`src/rtl/snake_pixel_renderer.sv`:
```
// snake_pixel_renderer: colours VGA scan positions from a 40x30 game-cell map and paces the game with a frame tick
//
// Ports:
//   clk, rst_n                    system clock; asynchronous active-low reset
//   x_i, y_i, display_i           scan column/row and visible-region flag from the timing generator
//   cell_wr_valid_i/ready_o       single-cell write handshake (accepted on valid && ready)
//   cell_x_i, cell_y_i, cell_val_i  target cell and its type (0 empty, 1 body, 2 head, 3 food)
//   clr_req_i, clr_done_o         whole-map clear request and one-cycle completion pulse
//   rgb_o                         {R,G,B} colour, two clk behind the x_i/display_i sample
//   frame_tick_o                  one-clk pulse when y_i steps from 479 to 480
//   wr_err_o                      sticky flag: an out-of-range write was accepted
module snake_pixel_renderer #(
    parameter int CELL_SHIFT = 4,
    parameter int GRID_W     = 40,
    parameter int GRID_H     = 30
) (
    input  logic        clk,
    input  logic        rst_n,
    input  logic [9:0]  x_i,
    input  logic [9:0]  y_i,
    input  logic        display_i,
    input  logic        cell_wr_valid_i,
    output logic        cell_wr_ready_o,
    input  logic [5:0]  cell_x_i,
    input  logic [4:0]  cell_y_i,
    input  logic [1:0]  cell_val_i,
    input  logic        clr_req_i,
    output logic        clr_done_o,
    output logic [11:0] rgb_o,
    output logic        frame_tick_o,
    output logic        wr_err_o
);
    localparam int LINE_W = 2 * GRID_W;
    localparam int H_VIS  = GRID_W << CELL_SHIFT;
    localparam int V_VIS  = GRID_H << CELL_SHIFT;
    localparam logic [0:0] S_CLEAR = 1'b0;
    localparam logic [0:0] S_IDLE  = 1'b1;

    logic [LINE_W-1:0] mem_q [GRID_H];
    logic [LINE_W-1:0] line_q, line_d;
    logic [0:0]        state_q, state_d;
    logic [4:0]        row_q, row_d;
    logic              clr_done_q, clr_done_d;
    logic              wr_err_q, wr_err_d;
    logic [9:0]        x_prev_q, y_prev_q;
    logic [5:0]        s1_cell_q;
    logic              s1_disp_q;
    logic [11:0]       rgb_q, rgb_d;
    logic              fetch, clr_step, wr_acc, wr_in_range;
    logic [10:0]       y_next;
    logic [4:0]        fetch_row;
    logic [1:0]        pix_cell;

    // One fetch per line: only the first clk of x == 640 counts, since x holds for 2 clk.
    assign fetch       = (x_i == 10'(H_VIS)) && (x_prev_q != 10'(H_VIS));
    // The fetch at the end of line y loads the row for line y+1; wrap to row 0 past the last visible line.
    assign y_next      = {1'b0, y_i} + 11'd1;
    assign fetch_row   = (y_next < 11'(V_VIS)) ? 5'(y_next >> CELL_SHIFT) : 5'd0;
    assign clr_step    = (state_q == S_CLEAR) && !fetch;
    assign wr_in_range = (cell_x_i < 6'(GRID_W)) && (cell_y_i < 5'(GRID_H));
    assign wr_acc      = cell_wr_valid_i && cell_wr_ready_o;

    assign cell_wr_ready_o = (state_q == S_IDLE) && !fetch;
    assign clr_done_o      = clr_done_q;
    assign wr_err_o        = wr_err_q;
    assign rgb_o           = rgb_q;
    assign frame_tick_o    = (y_i == 10'(V_VIS)) && (y_prev_q == 10'(V_VIS - 1));

    assign line_d   = fetch ? mem_q[fetch_row] : line_q;
    assign wr_err_d = wr_err_q | (wr_acc & ~wr_in_range);
    assign pix_cell = 2'(line_q >> {s1_cell_q, 1'b0});
    assign rgb_d    = !s1_disp_q         ? 12'h000 :
                      pix_cell == 2'd1   ? 12'h0F0 :
                      pix_cell == 2'd2   ? 12'hFF0 :
                      pix_cell == 2'd3   ? 12'hF00 : 12'h000;

    // Clear walks rows 0..GRID_H-1, pausing on fetch cycles; clr_req is only honoured from IDLE.
    always_comb begin
        state_d    = state_q;
        row_d      = row_q;
        clr_done_d = 1'b0;
        if (state_q == S_CLEAR) begin
            if (!fetch) begin
                row_d = row_q + 5'd1;
                if (row_q == 5'(GRID_H - 1)) begin
                    state_d    = S_IDLE;
                    row_d      = '0;
                    clr_done_d = 1'b1;
                end
            end
        end else if (clr_req_i) begin
            state_d = S_CLEAR;
            row_d   = '0;
        end
    end

    // Map storage carries no reset; the post-reset clear zeroes it.
    always_ff @(posedge clk) begin
        if (clr_step)
            mem_q[row_q] <= '0;
        else if (wr_acc && wr_in_range)
            mem_q[cell_y_i][{cell_x_i, 1'b0} +: 2] <= cell_val_i;
    end

    always_ff @(posedge clk or negedge rst_n) begin
        if (!rst_n) begin
            state_q    <= S_CLEAR;
            row_q      <= '0;
            clr_done_q <= 1'b0;
            wr_err_q   <= 1'b0;
            x_prev_q   <= '0;
            y_prev_q   <= '0;
            line_q     <= '0;
            s1_cell_q  <= '0;
            s1_disp_q  <= 1'b0;
            rgb_q      <= '0;
        end else begin
            state_q    <= state_d;
            row_q      <= row_d;
            clr_done_q <= clr_done_d;
            wr_err_q   <= wr_err_d;
            x_prev_q   <= x_i;
            y_prev_q   <= y_i;
            line_q     <= line_d;
            s1_cell_q  <= 6'(x_i >> CELL_SHIFT);
            s1_disp_q  <= display_i;
            rgb_q      <= rgb_d;
        end
    end
endmodule

```
`config.mk`:
```
export PLATFORM = sky130hd
export DESIGN_NAME = snake_pixel_renderer
export DESIGN_NICKNAME = d
export VERILOG_FILES = /design/src/rtl/snake_pixel_renderer.sv
export SDC_FILE = /design/constraint.sdc
export NUM_CORES = 2
export LEC_CHECK = 0
export CAP_MARGIN = 10
export CORE_AREA = 2 2 883 445
export DETAILED_ROUTE_END_ITERATION = 6
export DIE_AREA = 0 0 885 447
export PLACE_DENSITY = 0.49
export SLEW_MARGIN = 20
export SYNTH_ARGS = -nofsm -noshare
export SYNTH_HDL_FRONTEND = slang
export SYNTH_SLANG_ARGS = --single-unit
```
`constraint.sdc`:
```
create_clock -name clk -period 14.3 [get_ports clk]
set_input_delay 1.43 -clock clk [delete_from_list [all_inputs] [get_ports clk]]
set_output_delay 1.43 -clock clk [all_outputs]
set_load 0.03 [all_outputs]
```
# --- Word-level counts from Yosys, hierarchy flattened ---
# Memories as Yosys holds them, arrays and structs flattened. A register that Yosys moved wholly into a read port is not among the register bits.
# Index checks and enable logic that the tools add are counted.
classes:
  eq_ne: 10
  order_cmp: 3
  bitwise_logic: 4
  n_addsub: 3
  n_reduce_logical: 11
  muxes: 22
  shifts: 3
ops:
  columns: ["op", "count"]
  rows:
  - ["$mux 80", 3]
  - ["$reduce_or 80->1", 1]
  - ["$shift 2x9->80 const A", 1]
  - ["$shiftx 2x9->80", 1]
  - ["$shr 80x7->2", 1]
  - ["$mux 12", 4]
  - ["$mux 5", 6]
  - ["$eq 10x9->1 const B", 2]
  - ["$add 10x1->11 const B", 1]
  - ["$lt 11x9->1 const B", 1]
  - ["$eq 10x10->1 const B", 1]
  - ["$ne 10x10->1 const B", 1]
  - ["$mux 1", 9]
  - ["$neg 7->9", 1]
  - ["$logic_and 1x1->1", 7]
  - ["$lt 6x6->1 const B", 1]
  - ["$add 5x1->5 const B", 1]
  - ["$eq 5x5->1 const B", 1]
  - ["$lt 5x5->1 const B", 1]
  - ["$eq 2x2->1 const B", 2]
  - ["$ne 2x2->1 const B", 2]
  - ["$eq 2x1->1 const B", 1]
  - ["$logic_not 1->1", 2]
  - ["$not 1->1", 2]
  - ["3 further kinds", 3]
word_totals:
  output_inout_bits: 16
  ff_bits: 47
  n_memories: 1
  ram_bits: 2400
memory_table:
  columns: ["memory", "depth", "word_bits", "read_ports", "rd_ports_with_merged_regs", "write_ports", "line_no", "rtl"]
  rows:
  - ["mem_q", 30, 80, 1, 1, 1, "39", "logic [LINE_W-1:0] mem_q [GRID_H];"]

# --- Depth between registers and ports, before layout ---
depth:
  ltp_word: 11
  mapped_depth: 16
  ltp_nobuf: 11

# --- Worst setup path before layout ---
# Ideal clock, no wire load.
synth_timing:
  path_kind: "in2reg"
  from: "input cell_x_i[0]"
  to: "memory mem_q[0][33] (netlist bit), data pin"
  setup_ns: 0.520
  path_buffers: 3
  arrival_ns: 5.496
  slack_ns: 8.285
  path_stages: 13
  path_cell_list: "clkbuf_1 > inv_1 > ha_1 > or2_1 > clkbuf_1 > o21a_1 > o22ai_1 > nand3_1 > o2111ai_1 > or3_4 > a2111oi_4 > buf_2 > nor4_1"
synth_between:
  elab_chain_len: 8
  elab_cells_between_ends: 11
  classes_between: "1 x add/sub; 1 x order compare; 2 x shift; 4 x mux; 3 x reduce/logical"
synth_lines:
  columns: ["item", "line_no", "rtl"]
  rows:
  - ["start: declaration", "24", "input logic [5:0] cell_x_i,"]
  - ["$lt 6x6->1", "60", "assign wr_in_range = (cell_x_i < 6'(GRID_W)) && (cell_y_i < 5'(GRID_H));"]
  - ["$logic_and 1x1->1", "60", null]
  - ["$logic_and 1x1->1", "101", "else if (wr_acc && wr_in_range)"]
  - ["$mux 1", "101", null]
  - ["$mux 1", "99", "if (clr_step)"]
  - ["$mux 80 (implied by the code)", "102", "mem_q[cell_y_i][{cell_x_i, 1'b0} +: 2] <= cell_val_i;"]
  - ["$reduce_or 80->1 (no line)", null, null]
  - ["$mux 80 (no line) *", null, null]
  - ["end: declaration", "39", null]
# Every way passes the cells marked *; elsewhere a longest branch is shown, timed or not.

# --- Worst setup path in the final report ---
layout_timing:
  from: "input cell_x_i[0]"
  to: "memory mem_q[7][66] (netlist bit) (enable)"
layout_between:
  elab_chain_len: 8
  elab_cells_between_ends: 11
  classes_between: "1 x add/sub; 1 x order compare; 1 x shift; 5 x mux; 3 x reduce/logical"
layout_lines:
  columns: ["item", "line_no"]
  rows:
  - ["$lt 6x6->1", "60"]
  - ["$logic_and 1x1->1", "60"]
  - ["$logic_and 1x1->1", "101"]
  - ["$mux 1", "101"]
  - ["$mux 1", "99"]
  - ["$mux 80 (implied by the code) *", "102"]
  - ["$reduce_or 80->1 (no line)", null]
  - ["$mux 5 (no line) / $mux 80 (equally long branches)", null]
# Marked as above.

==> run_results.csv <==
group,metric,value,unit
finish,stdcell_count,15086,
die,rows,162,
critical_path,path_delay_family,"buffers and inverters",
global_route,grtUsageTotal,0.239,
finish,drive_gt1_frac,0.0880,
critical_path,regToRegSetupSlack,6870,ps
critical_path,reg2regPathDepth,12,
clocking,htree_num_levels,4,
pwr,leakage,44.8,nW
yosys,synthAdderAreaFrac,0.000835,
global_route,grt_max_degree,175,
critical_path,cp.arrival,9300,ps
yosys,yosys.area_share.simple,0.145,
clocking,clkTransAtPathRegs,60,ps
finish,mostFrequentLayoutCell,"nand2_1",
critical_path,endpoint_kind,"flop",
finish,fin_area,0.133,sq mm
critical_path,crit_fanout,139,
critical_path,start_kind,"input pin",
yosys,yosys_warnings,0,
yosys,synth-async-reset-ratio,0.0442,
die,start_util,0.309,
critical_path,r2r-end,"mem_q[7][66]$_DFFE_PP_",
timing,setup_viol_count_final,0,
clocking,post_cts_buffers,0,
critical_path,crit_type,"in -> reg",
global_route,grt.overflow.total,0,
yosys,ys_types,74,
routing,ant_nets,0,
timing,rsz0062_at_grt,"false",
die,ios,54,
global_route,grt_antenna_before_repair,56,
timing,finClkSkew,53.7,ps
yosys,synth_seq_area_share,0.624,
timing,min_period_over_period,0.609,
pwr,p_per_area,133,mW/mm^2
die,core,0.388,sq mm
finish,nets,9763,
timing,finalSetupTns,0,ps
critical_path,cp_data_required_time,14900,ps
yosys,synth_edf_count,2400,
finish,areaGrowthSynthToFinish,11.1,%
place,dpl.cell_count,14649,
finish,final_cell_mix,"nand2_1 (2,680), edfxtp_1 (2,400), mux2i_1 (1,379)",
critical_path,path_cells,"clkdlybuf4s50_1 > inv_1 > ha_1 > nor3b_4 > xnor2_1 > nand3b_2 > or2_1 > a31oi_1 > a2111o_2 > buf_12 > buf_4 > buf_12 > mux2i_1",
critical_path,critical_path_depth,13,
place,hpwlAfterDp,283000,um
yosys,synth_top_family_by_area,"simple AND/OR/NAND/NOR gates",
place,dpl_cell_area,0.126,sq mm
clocking,root_buffer,"clkbuf_16",
yosys,syn-mean-instance-area,11.7,sq um
global_route,grt_pass1_vias,83132,
yosys,synth_compound_area_frac,0.0712,
clocking,cts_hold_buffers,0,
clocking,ctsResizeCount,0,
routing,avgViaCountPerCell,5.83,
yosys,synth-main-ff-cell,"edfxtp_1",
timing,finalHoldViolCount,0,
critical_path,cp_common_cell,"buf_12",
yosys,syn_area,0.120,sq mm
routing,drt_iter0_markers,14582,
routing,num_vias,88011,
routing,wire_per_inst,32.6,um
yosys,ys_ff_latch,2511,
clocking,cts.sinks,2511,
yosys,synthMuxAreaShare,0.117,
clocking,cts_made_buffers,229,
place,portBuffers,49,
outcome,status,"completed",
global_route,grt_pass1_wl,675000,um
die,die_area,0.396,sq mm
routing,first_pass_iters,6,
yosys,synthXorXnorAreaFrac,0.000365,
worst_hold_path,hold_path.class,"in -> async",
die,die_w,885,um
routing,drcViolationCount,0,
clocking,tritoncts,"done",
clocking,clk_path_buf_depth,4,
critical_path,crit_path_start,"cell_x_i[0]",
pwr,peakVddDrop,105,uV
clocking,clk_latency,960,ps
timing,maxSlewHeadroom,0.132,
critical_path,endpoint,"mem_q[7][66]$_DFFE_PP_",
critical_path,r2r-start,"s1_cell_q[2]$_DFF_PN0_",
timing,drv_slew,0,
timing,layout_min_cycle_time,8700,ps
routing,drt_wl_total,492000,um
critical_path,worst_path_largest_cell_delay,1030,ps
timing,worst_slew_pin_slew,1300,ps
yosys,netlist_instances,10215,
job,drv_cap,0,
die,fp.dieH,447,um
critical_path,cp_slowest_cell,"nand3b_2",
timing,clock.fmax,0.115,GHz
critical_path,path_buf_inv,5,
place,gp_congestion,0.911,
-- final cells by class --
cell class,instances,area [sq um]
flip-flops and latches,2511,74800
clock buffers,304,6330
inverters,10,37.5
diodes,11,27.5
fillers,37917,255000
clock inverters,119,1170
well taps,5166,6460
repair buffers,346,3030
multi-input cells,6619,41400
-- metal layers --
layer  wire (um)  up-vias  global-route usage
li1            -    36446                   -
met1      219000    44920               0.364
met2      190000     5875               0.320
met3       67500      768              0.0760
met4       15400        2              0.0699
met5         210        -             0.00363
-- synth_stat cells (3+ instances only) --
master | count | area (sq um)
xnor2_1 | 4 | 35.0
or2_1 | 3 | 18.8
nand3_1 | 506 | 2530
ha_1 | 8 | 100
nand2_1 | 2710 | 10200
nand3b_1 | 7 | 52.6
inv_1 | 9 | 33.8
a31oi_1 | 6 | 37.5
a21o_1 | 4 | 30.0
a211oi_1 | 483 | 3630
nor4_1 | 98 | 613
buf_1 | 45 | 169
a311oi_1 | 239 | 2090
or3b_2 | 6 | 52.6
a21oi_1 | 256 | 1280
nor3_1 | 150 | 751
nand2b_1 | 17 | 106
nor2_1 | 170 | 638
or3_1 | 4 | 25.0
or2_2 | 5 | 31.3
a221o_1 | 80 | 801
o21ai_0 | 52 | 260
o31ai_1 | 4 | 30.0
o21ai_1 | 4 | 20.0
mux2i_1 | 1380 | 13800
buf_6 | 90 | 1010
o221ai_1 | 4 | 35.0
and2_1 | 5 | 31.3
buf_8 | 8 | 120
buf_2 | 46 | 230
edfxtp_1 | 2400 | 72100
clkbuf_1 | 877 | 3290
mux4_2 | 12 | 270
nand4_1 | 9 | 56.3
dfrtp_1 | 111 | 2780
and3_1 | 334 | 2090
o22ai_1 | 8 | 50.1
buf_4 | 12 | 90.1
-- power breakdown --
group          switching [mW]  total (mW)  internal, mW
logic                    2.01        2.56         0.558
registers               0.139        8.68          8.54
clock network            2.99        6.49          3.49
total                    5.14        17.7          12.6
-- stage by stage --
step | setup WS [ps] | hold slack, ps | power, mW | util
6_report | 5600 | 457 | 17.7 | 0.344
5_1_grt | 5380 | 451 | 18.2 | 0.343
4_1_cts | 5830 | 427 | 17.7 | 0.343
3_5_place_dp | 4850 | 474 | 11.3 | 0.324
3_3_place_gp | 5230 | 480 | 11.2 | 0.324
2_1_floorplan | 8280 | 455 | 10.2 | -
-- registers in the layout, indices dropped and copies added (netlist names) --
name and flops:
y_prev_q 10, mem_q 2400, row_q 5, state_q 1, rgb_o 2, x_prev_q 4
line_q 80, clr_done_o 1, s1_disp_q 1, wr_err_o 1, s1_cell_q 6
-- cells by family after synthesis --
family	count (synthesis)
AO/OA/AOI/OAI	1168
XOR/XNOR	5
adder cells (fa/ha/maj)	8
buffers and inverters	1088
flip-flops	2511
multiplexers	1392
other	1
AND/OR/NAND/NOR	4042
-- how the worst min path moves through the flow --
stage               slack, ps                 from                     end
finish                    460                rst_n   line_q[9]$_DFFE_PN0P_
floorplan                 460  s1_disp_q$_DFF_PN0_      rgb_o[7]$_DFF_PN0_
detailed placement        470  s1_disp_q$_DFF_PN0_      rgb_o[7]$_DFF_PN0_
global placement          480  s1_disp_q$_DFF_PN0_      rgb_o[7]$_DFF_PN0_
CTS                       430                rst_n  line_q[73]$_DFFE_PN0P_
global route              450                rst_n   line_q[9]$_DFFE_PN0P_
(Power assumes the default switching activity.)
